### src/rtl/mips_ctrl_pkg.sv
// Shared encodings for the multicycle MIPS control path: opcodes, FSM states,
// ALUOp and PCSrc codes. ALUControl imports the ALUOp codes from here as well.
package mips_ctrl_pkg;

    localparam logic [5:0] OP_RTYPE = 6'b000000;
    localparam logic [5:0] OP_LW    = 6'b100011;
    localparam logic [5:0] OP_SW    = 6'b101011;
    localparam logic [5:0] OP_BEQ   = 6'b000100;
    localparam logic [5:0] OP_ADDI  = 6'b001000;
    localparam logic [5:0] OP_J     = 6'b000010;

    localparam logic [1:0] ALUOP_ADD  = 2'b00;
    localparam logic [1:0] ALUOP_SUB  = 2'b01;
    localparam logic [1:0] ALUOP_FUNC = 2'b10;

    localparam logic [1:0] PCSRC_PC4    = 2'b00;
    localparam logic [1:0] PCSRC_BRANCH = 2'b01;
    localparam logic [1:0] PCSRC_JUMP   = 2'b10;

    typedef enum logic [3:0] {
        S_FETCH  = 4'd0,
        S_DECODE = 4'd1,
        S_MEMADR = 4'd2,
        S_MEMRD  = 4'd3,
        S_MEMWB  = 4'd4,
        S_MEMWR  = 4'd5,
        S_EXEC   = 4'd6,
        S_RWB    = 4'd7,
        S_BRANCH = 4'd8,
        S_JUMP   = 4'd9,
        S_IEXEC  = 4'd10,
        S_IWB    = 4'd11,
        S_TRAP   = 4'd15
    } state_t;

    // Last state of every legal instruction; leaving it retires the instruction.
    function automatic logic is_retire(input state_t s);
        return (s == S_MEMWB) || (s == S_MEMWR) || (s == S_RWB) ||
               (s == S_IWB)   || (s == S_BRANCH) || (s == S_JUMP);
    endfunction

endpackage

### src/rtl/multicycle_control.sv
// Multicycle MIPS main control FSM: one state register plus a combinational
// output decoder; BRANCH PCWrite follows Zero, all strobes gated off during reset.
module multicycle_control
    import mips_ctrl_pkg::*;
#(
    parameter int CNT_W = 32
) (
    input  logic             clock,
    input  logic             reset,
    input  logic [5:0]       Opcode,
    input  logic             Zero,
    output logic             RegDst,
    output logic             ALUSrc,
    output logic             MemWrite,
    output logic             MemRead,
    output logic             MemToReg,
    output logic             RegWrite,
    output logic [1:0]       ALUOp,
    output logic             IRWrite,
    output logic             PCWrite,
    output logic [1:0]       PCSrc,
    output logic             Trap,
    output logic [CNT_W-1:0] InstrCount,
    output logic [3:0]       State
);

    state_t           r_state;
    state_t           w_next;
    logic [CNT_W-1:0] r_count;

    always_ff @(posedge clock) begin
        if (reset) begin
            r_state <= S_FETCH;
            r_count <= '0;
        end else begin
            r_state <= w_next;
            if (is_retire(r_state))
                r_count <= r_count + {{(CNT_W-1){1'b0}}, 1'b1};
        end
    end

    always_comb begin
        w_next = S_TRAP;
        case (r_state)
            S_FETCH:  w_next = S_DECODE;
            S_DECODE: begin
                case (Opcode)
                    OP_LW, OP_SW: w_next = S_MEMADR;
                    OP_RTYPE:     w_next = S_EXEC;
                    OP_BEQ:       w_next = S_BRANCH;
                    OP_ADDI:      w_next = S_IEXEC;
                    OP_J:         w_next = S_JUMP;
                    default:      w_next = S_TRAP;
                endcase
            end
            // Opcode is still held in the IR here, so it picks load vs store.
            S_MEMADR: w_next = (Opcode == OP_LW) ? S_MEMRD : S_MEMWR;
            S_MEMRD:  w_next = S_MEMWB;
            S_EXEC:   w_next = S_RWB;
            S_IEXEC:  w_next = S_IWB;
            S_MEMWB, S_MEMWR, S_RWB, S_IWB, S_BRANCH, S_JUMP: w_next = S_FETCH;
            S_TRAP:   w_next = S_TRAP;
            default:  w_next = S_TRAP;
        endcase
    end

    always_comb begin
        RegDst   = 1'b0;
        ALUSrc   = 1'b0;
        MemWrite = 1'b0;
        MemRead  = 1'b0;
        MemToReg = 1'b0;
        RegWrite = 1'b0;
        ALUOp    = ALUOP_ADD;
        IRWrite  = 1'b0;
        PCWrite  = 1'b0;
        PCSrc    = PCSRC_PC4;
        Trap     = 1'b0;
        case (r_state)
            S_FETCH: begin
                MemRead = 1'b1;
                IRWrite = 1'b1;
                PCWrite = 1'b1;
            end
            S_MEMADR, S_IEXEC: ALUSrc = 1'b1;
            S_MEMRD: MemRead = 1'b1;
            S_MEMWB: begin
                RegWrite = 1'b1;
                MemToReg = 1'b1;
            end
            S_MEMWR: MemWrite = 1'b1;
            S_EXEC:  ALUOp = ALUOP_FUNC;
            S_RWB: begin
                RegWrite = 1'b1;
                RegDst   = 1'b1;
            end
            S_IWB:   RegWrite = 1'b1;
            S_BRANCH: begin
                ALUOp   = ALUOP_SUB;
                PCSrc   = PCSRC_BRANCH;
                PCWrite = Zero;
            end
            S_JUMP: begin
                PCSrc   = PCSRC_JUMP;
                PCWrite = 1'b1;
            end
            S_TRAP:  Trap = 1'b1;
            default: ;
        endcase
        // Architectural side effects are suppressed while reset is held.
        if (reset) begin
            MemRead  = 1'b0;
            MemWrite = 1'b0;
            RegWrite = 1'b0;
            IRWrite  = 1'b0;
            PCWrite  = 1'b0;
            Trap     = 1'b0;
        end
    end

    assign InstrCount = r_count;
    assign State      = r_state;

endmodule

### config.mk
export PLATFORM = sky130hd
export DESIGN_NAME = multicycle_control
export DESIGN_NICKNAME = d
export VERILOG_FILES = /design/src/rtl/mips_ctrl_pkg.sv /design/src/rtl/multicycle_control.sv
export SDC_FILE = /design/constraint.sdc
export NUM_CORES = 1
export LEC_CHECK = 0
export BUFFER_PORTS_ARGS = -buffer_cell sky130_fd_sc_hd__buf_2
export CAP_MARGIN = 15
export CELL_PAD_IN_SITES_DETAIL_PLACEMENT = 1
export CELL_PAD_IN_SITES_GLOBAL_PLACEMENT = 2
export CORE_MARGIN = 2
export CORE_UTILIZATION = 32
export CTS_CLUSTER_DIAMETER = 200
export DETAILED_ROUTE_END_ITERATION = 6
export PLACE_DENSITY_LB_ADDON = 0.15
export SLEW_MARGIN = 30
export SYNTH_ARGS = -nofsm -noshare
export SYNTH_HDL_FRONTEND = slang
export SYNTH_SLANG_ARGS = --single-unit
### constraint.sdc
create_clock -name clock -period 4.1 [get_ports clock]
set_clock_uncertainty 0.2 [all_clocks]
set_input_delay 0.82 -clock clock [delete_from_list [all_inputs] [get_ports clock]]
set_output_delay 0.82 -clock clock [all_outputs]
set_load 0.02 [all_outputs]
# ---- Word level (Yosys, flattened, before mapping)
# Cells that the tools add are included.
dict set report totals {
  regBits 36
  latch_bits 0
  out_inout_bits 49
  mem_count 0
  rom_bits 0
  inputBits 9
  mem_bits_rw 0
}
dict set report op_classes {
  order_cmp 0
  n_bitwise 0
  n_div 0
  multipliers 0
  add_sub_neg 1
  muxes 20
  reduce_logical 13
  shift 0
  eq_ne 17
}
# operator n
set ops {}
lappend ops {{32-bit by 1-bit adder with 32-bit output, second input constant} 1}
lappend ops {{4-bit one-hot mux with 7 select lines} 1}
lappend ops {{4-bit == test, second input constant} 5}
lappend ops {{4-bit one-hot mux with 5 select lines} 1}
lappend ops {{4-bit by 3-bit == test with 1-bit output, second input constant} 4}
lappend ops {{1-bit two-way mux} 14}
lappend ops {{6-bit == test, second input constant} 2}
lappend ops {{4-bit by 2-bit == test with 1-bit output, second input constant} 2}
lappend ops {{2-bit one-hot mux with 2 select lines} 2}
lappend ops {{2-bit OR reduction} 4}
lappend ops {{6-bit by 2-bit == test with 1-bit output, second input constant} 1}
lappend ops {{6-bit by 3-bit == test with 1-bit output, second input constant} 1}
lappend ops {{6-bit by 4-bit == test with 1-bit output, second input constant} 1}
lappend ops {{6-bit logical NOT} 1}
lappend ops {{6-bit OR reduction} 1}
lappend ops {{1-bit logical OR} 5}
lappend ops {{4-bit by 1-bit == test with 1-bit output, second input constant} 1}
lappend ops {{4-bit logical NOT} 1}
lappend ops {{3-bit two-way mux} 1}
lappend ops {{3-bit OR reduction} 1}
lappend ops {{1-bit one-hot mux with 2 select lines} 1}

# ---- Depth between registers and ports, before layout
dict set report depth {
  ltp_word 6
  ltp_mapped 6
}

# ---- Least setup slack after synthesis
# No wires, ideal clock.
dict set report synth_timing {
  path_kind {input-to-output}
  from {input reset}
  to {output PCWrite}
  arrival_time_ps 1863
  required_time_ps 3080
  path_buffers 2
  setup_slack_ps 1217
  cell_stages 3
  cell_sequence {clkbuf_1 > clkbuf_1 > nor4_1}
}
dict set report synth_between {
  elab_chain_len 1
}
# item line
set synth_rtl {}
lappend synth_rtl {{start: declaration} multicycle_control.sv:9} ;# input logic reset,
lappend synth_rtl {{1-bit two-way mux} multicycle_control.sv:111} ;# if (reset) begin
lappend synth_rtl {{end: declaration} multicycle_control.sv:20} ;# output logic PCWrite,
# Every way passes these cells.

# ---- Worst setup path in the final report
dict set report layout_timing {
  from {input reset}
  to {output MemRead}
}
dict set report layout_between {
  elab_chain_len 1
}
# item line
set layout_rtl {}
lappend layout_rtl {{1-bit two-way mux} multicycle_control.sv:111}
lappend layout_rtl {{end: declaration} multicycle_control.sv:15} ;# output logic MemRead,
# Every way passes these cells.

==> metrics.cfg <==
[status]
status=finished, final reports clean

[grt]
grt_max_degree=54
grt_pass1_vias=2123
grt_pass1_wl_um=10270
grt_usage=0.1711
grt.overflow.total=0
antenna_found_initial=0

[worst_setup_path]
required_ns=3.08
slowest_stage=or3_1
reg2reg_to=InstrCount[21]
rr_startpoint=State[2]
worstPathMaxFanout=53
path_class=in2out
crit_path_cell_trace=buf_2 > or3_1 > nor3_1 > buf_2
critPathMostFrequentCell=buf_2
cp.arrival_ns=2.06
rr_worst_depth=4
critPathMaxStageDelay_ns=0.48
crit_path_start=reset
start_kind=primary input
path_delay_family=simple AND/OR/NAND/NOR gates
critPathBufInv=2
r2r_slack_ns=1.59
cp-end-kind=output port

[timing]
drv_slew=0
final_hold_viol_count=0
setup_tns_ns=0
finalSetupViolCount=0
min_period_over_period=0.7500
worst_pin_slew_ns=0.9317
final.min_clock_period_ns=3.075
fmax_mhz=325.2
relSlewSlack=0.3789
rsz0062_at_grt=false

[floorplan]
coreArea_sq_um=6386
die-height_um=85.27
initial_utilization=0.3309
die_w_um=85.27
num_rows=29
io_pins=58
die_area_sq_um=7270

[final_layout]
syn2layout_area_growth_pct=19.83
final_cell_area_sq_um=2532
drive_gt1_frac=0.2618
multi_input_area_sq_um=1308
regArea_sq_um=720.7
fin_nets=327
antenna_cells=0
fillerInstances=826

[route]
first_pass_iters=4
route.met2.wl_um=2880
vias=2202
wire_per_inst_um=15.38
drtIter0Drc=63
met3_length_um=211
wirelength_met1_um=2884
routed_wl_um=6060
drc=0
ant_nets=0
highest_layer=met4
vias_per_cell=5.589

[yosys]
synth-async-reset-ratio=0
synth-compound-area-share=0.1285
synth_seq_cells=36
ys_types=44
syn_area_per_cell_sq_um=7.885
syn_inst=268
synth_edf_count=0
yosysTopAreaCellShare=0.3410
synth_largest_area_cell=dfxtp_1
synth_top_family_by_area=simple AND/OR/NAND/NOR gates
syn_nets=278
synthAdderAreaFrac=0.005921
synthSimpleGateAreaFrac=0.3748
yosysWarningCount=0
ys_seq_area_frac=0.3410
synth.area.mux_share=0.06394
syn_area_sq_um=2113
synthTopCellsByArea=dfxtp_1, mux2_2, nor2_1
yosys.area_share.xor_xnor=0.04559
ys.flop_type=dfxtp_1

[power_and_ir_drop]
cellPowerDensity_nw_per_um2=405.8
seqPwrFrac=0.423
pwr-share-comb=0.302
vdd_drop_max_mv=0.2180
p_clk_frac=0.275
p_sw_frac=0.3852
switchingPower_mw=0.3959
intPower_mw=0.6318
power_leakage_nw=1.003

[clock_tree]
numCtsBuffers=5
root_buffer=clkbuf_8
clk_path_buf_depth=2
ctsHoldBuffers=0
cts_tree=built
clkLatencyLatePin_ns=0.29
clk_pin_slew_ns=0.07
htree_num_levels=2
ctsResizeCount=0
clkSinkCount=36
cts_setup_buffers=0

[placed_design]
post_dp_cell_area_sq_um=2436
port_buffers=57
dp_hpwl_um=4359
routabilityCongestion=0.7371

[worst_hold_path]
min_from=InstrCount[16]
worstHoldPathType=reg2reg
worstHoldPathCells=2
min_to=InstrCount[16]

[job]
maxCapViolCount=0

sequential cells by signal (all words and copies together) (netlist names):
| signal | cells |
|---|---|
| InstrCount | 32 |
| State | 4 |
synthesized netlist by cell type, drive strengths merged (2+ instances only):
| library cell | number |
|---|---|
| nor4 | 13 |
| nor2b | 12 |
| a21oi | 17 |
| or3 | 4 |
| a211oi | 2 |
| and3 | 3 |
| nand3 | 12 |
| or4 | 11 |
| nand2b | 4 |
| clkbuf | 11 |
| dfxtp | 36 |
| nand2 | 19 |
| mux2 | 12 |
| xnor2 | 5 |
| inv | 5 |
| nor3 | 11 |
| o31ai | 7 |
| o21ai | 7 |
| nor2 | 35 |
| buf | 5 |
| xor2 | 6 |
| and4 | 4 |
| nand4 | 12 |
layout by cell type (no fill, tap or decap), drive strengths merged, types with 5 or more instances in the layout:
| cell type | Yosys | routed |
|---|---|---|
| buf | 5 | 58 |
| dfxtp | 36 | 36 |
| nor2 | 35 | 35 |
| nand2 | 19 | 19 |
| a21oi | 17 | 17 |
| nor4 | 13 | 13 |
| nor2b | 12 | 12 |
| nand3 | 12 | 12 |
| mux2 | 12 | 12 |
| nand4 | 12 | 12 |
| nor3 | 11 | 11 |
| or4 | 11 | 11 |
| o21ai | 7 | 7 |
| o31ai | 7 | 7 |
| clkbuf | 11 | 7 |
| xor2 | 6 | 6 |
| inv | 5 | 5 |
| xnor2 | 5 | 5 |
worst reg2reg max path, stage by stage, from the launching register on:
cell and delay (ns):
dfxtp_1 0.61, xnor2_1 0.29, or3_1 0.63, or4_1 0.57, a21oi_1 0.14
power groups by stage:
| stage | Combinational, mW | Clock [mW] | Sequential [mW] |
|---|---|---|---|
| floorplan | 0.231 | 0 | 0.426 |
| global placement | 0.314 | 0 | 0.445 |
| detailed placement | 0.314 | 0 | 0.444 |
| CTS | 0.315 | 0.290 | 0.435 |
| global route | 0.347 | 0.304 | 0.443 |
| finish | 0.311 | 0.282 | 0.435 |
worst max path at each step:
stage | end | slack (ns) | depth (start not counted)
after floorplan | PCWrite | 1.22 | 3
after global placement | IRWrite | 1.03 | 4
after detailed placement | MemRead | 1.01 | 4
after CTS | MemRead | 1.01 | 4
after global routing | MemRead | 0.89 | 4
final | MemRead | 1.02 | 4
stage by stage:
stage	power, mW	hold WS [ns]	utilization	cells	setup WS (ns)
after floorplan	0.6570	0.3723	-	268	1.217
after global placement	0.7589	0.3049	0.3815	387	1.033
after CTS	1.040	0.3228	0.3966	394	1.010
final	1.028	0.3241	0.3966	394	1.025
after global routing	1.094	0.3664	0.3966	394	0.8856
after detailed placement	0.7576	0.3135	0.3815	387	1.010
logic make-up after synthesis:
logic type | after synthesis
AOI/OAI and AO/OA | 43
xor gates and xnor gates | 11
adders and majority gates | 1
buffers and inverters | 21
DFF | 36
muxes | 12
and+or+nand+nor | 144
cell type report:
cell class,count,share of cell area
clock buffers,7,0.03804
well taps,77,0.03804
inverters,5,0.007411
multi-input cells,211,0.5163
flip-flops and latches,36,0.2846
repair buffers,58,0.1156
layer usage:
| layer | global-route usage | up-vias |
|---|---|---|
| li1 | - | 1088 |
| met1 | 0.2214 | 1070 |
| met2 | 0.2876 | 36 |
| met3 | 0.03307 | 8 |
| met4 | 0.05195 | 0 |
| met5 | 0 | - |
(Power assumes the default switching activity.)
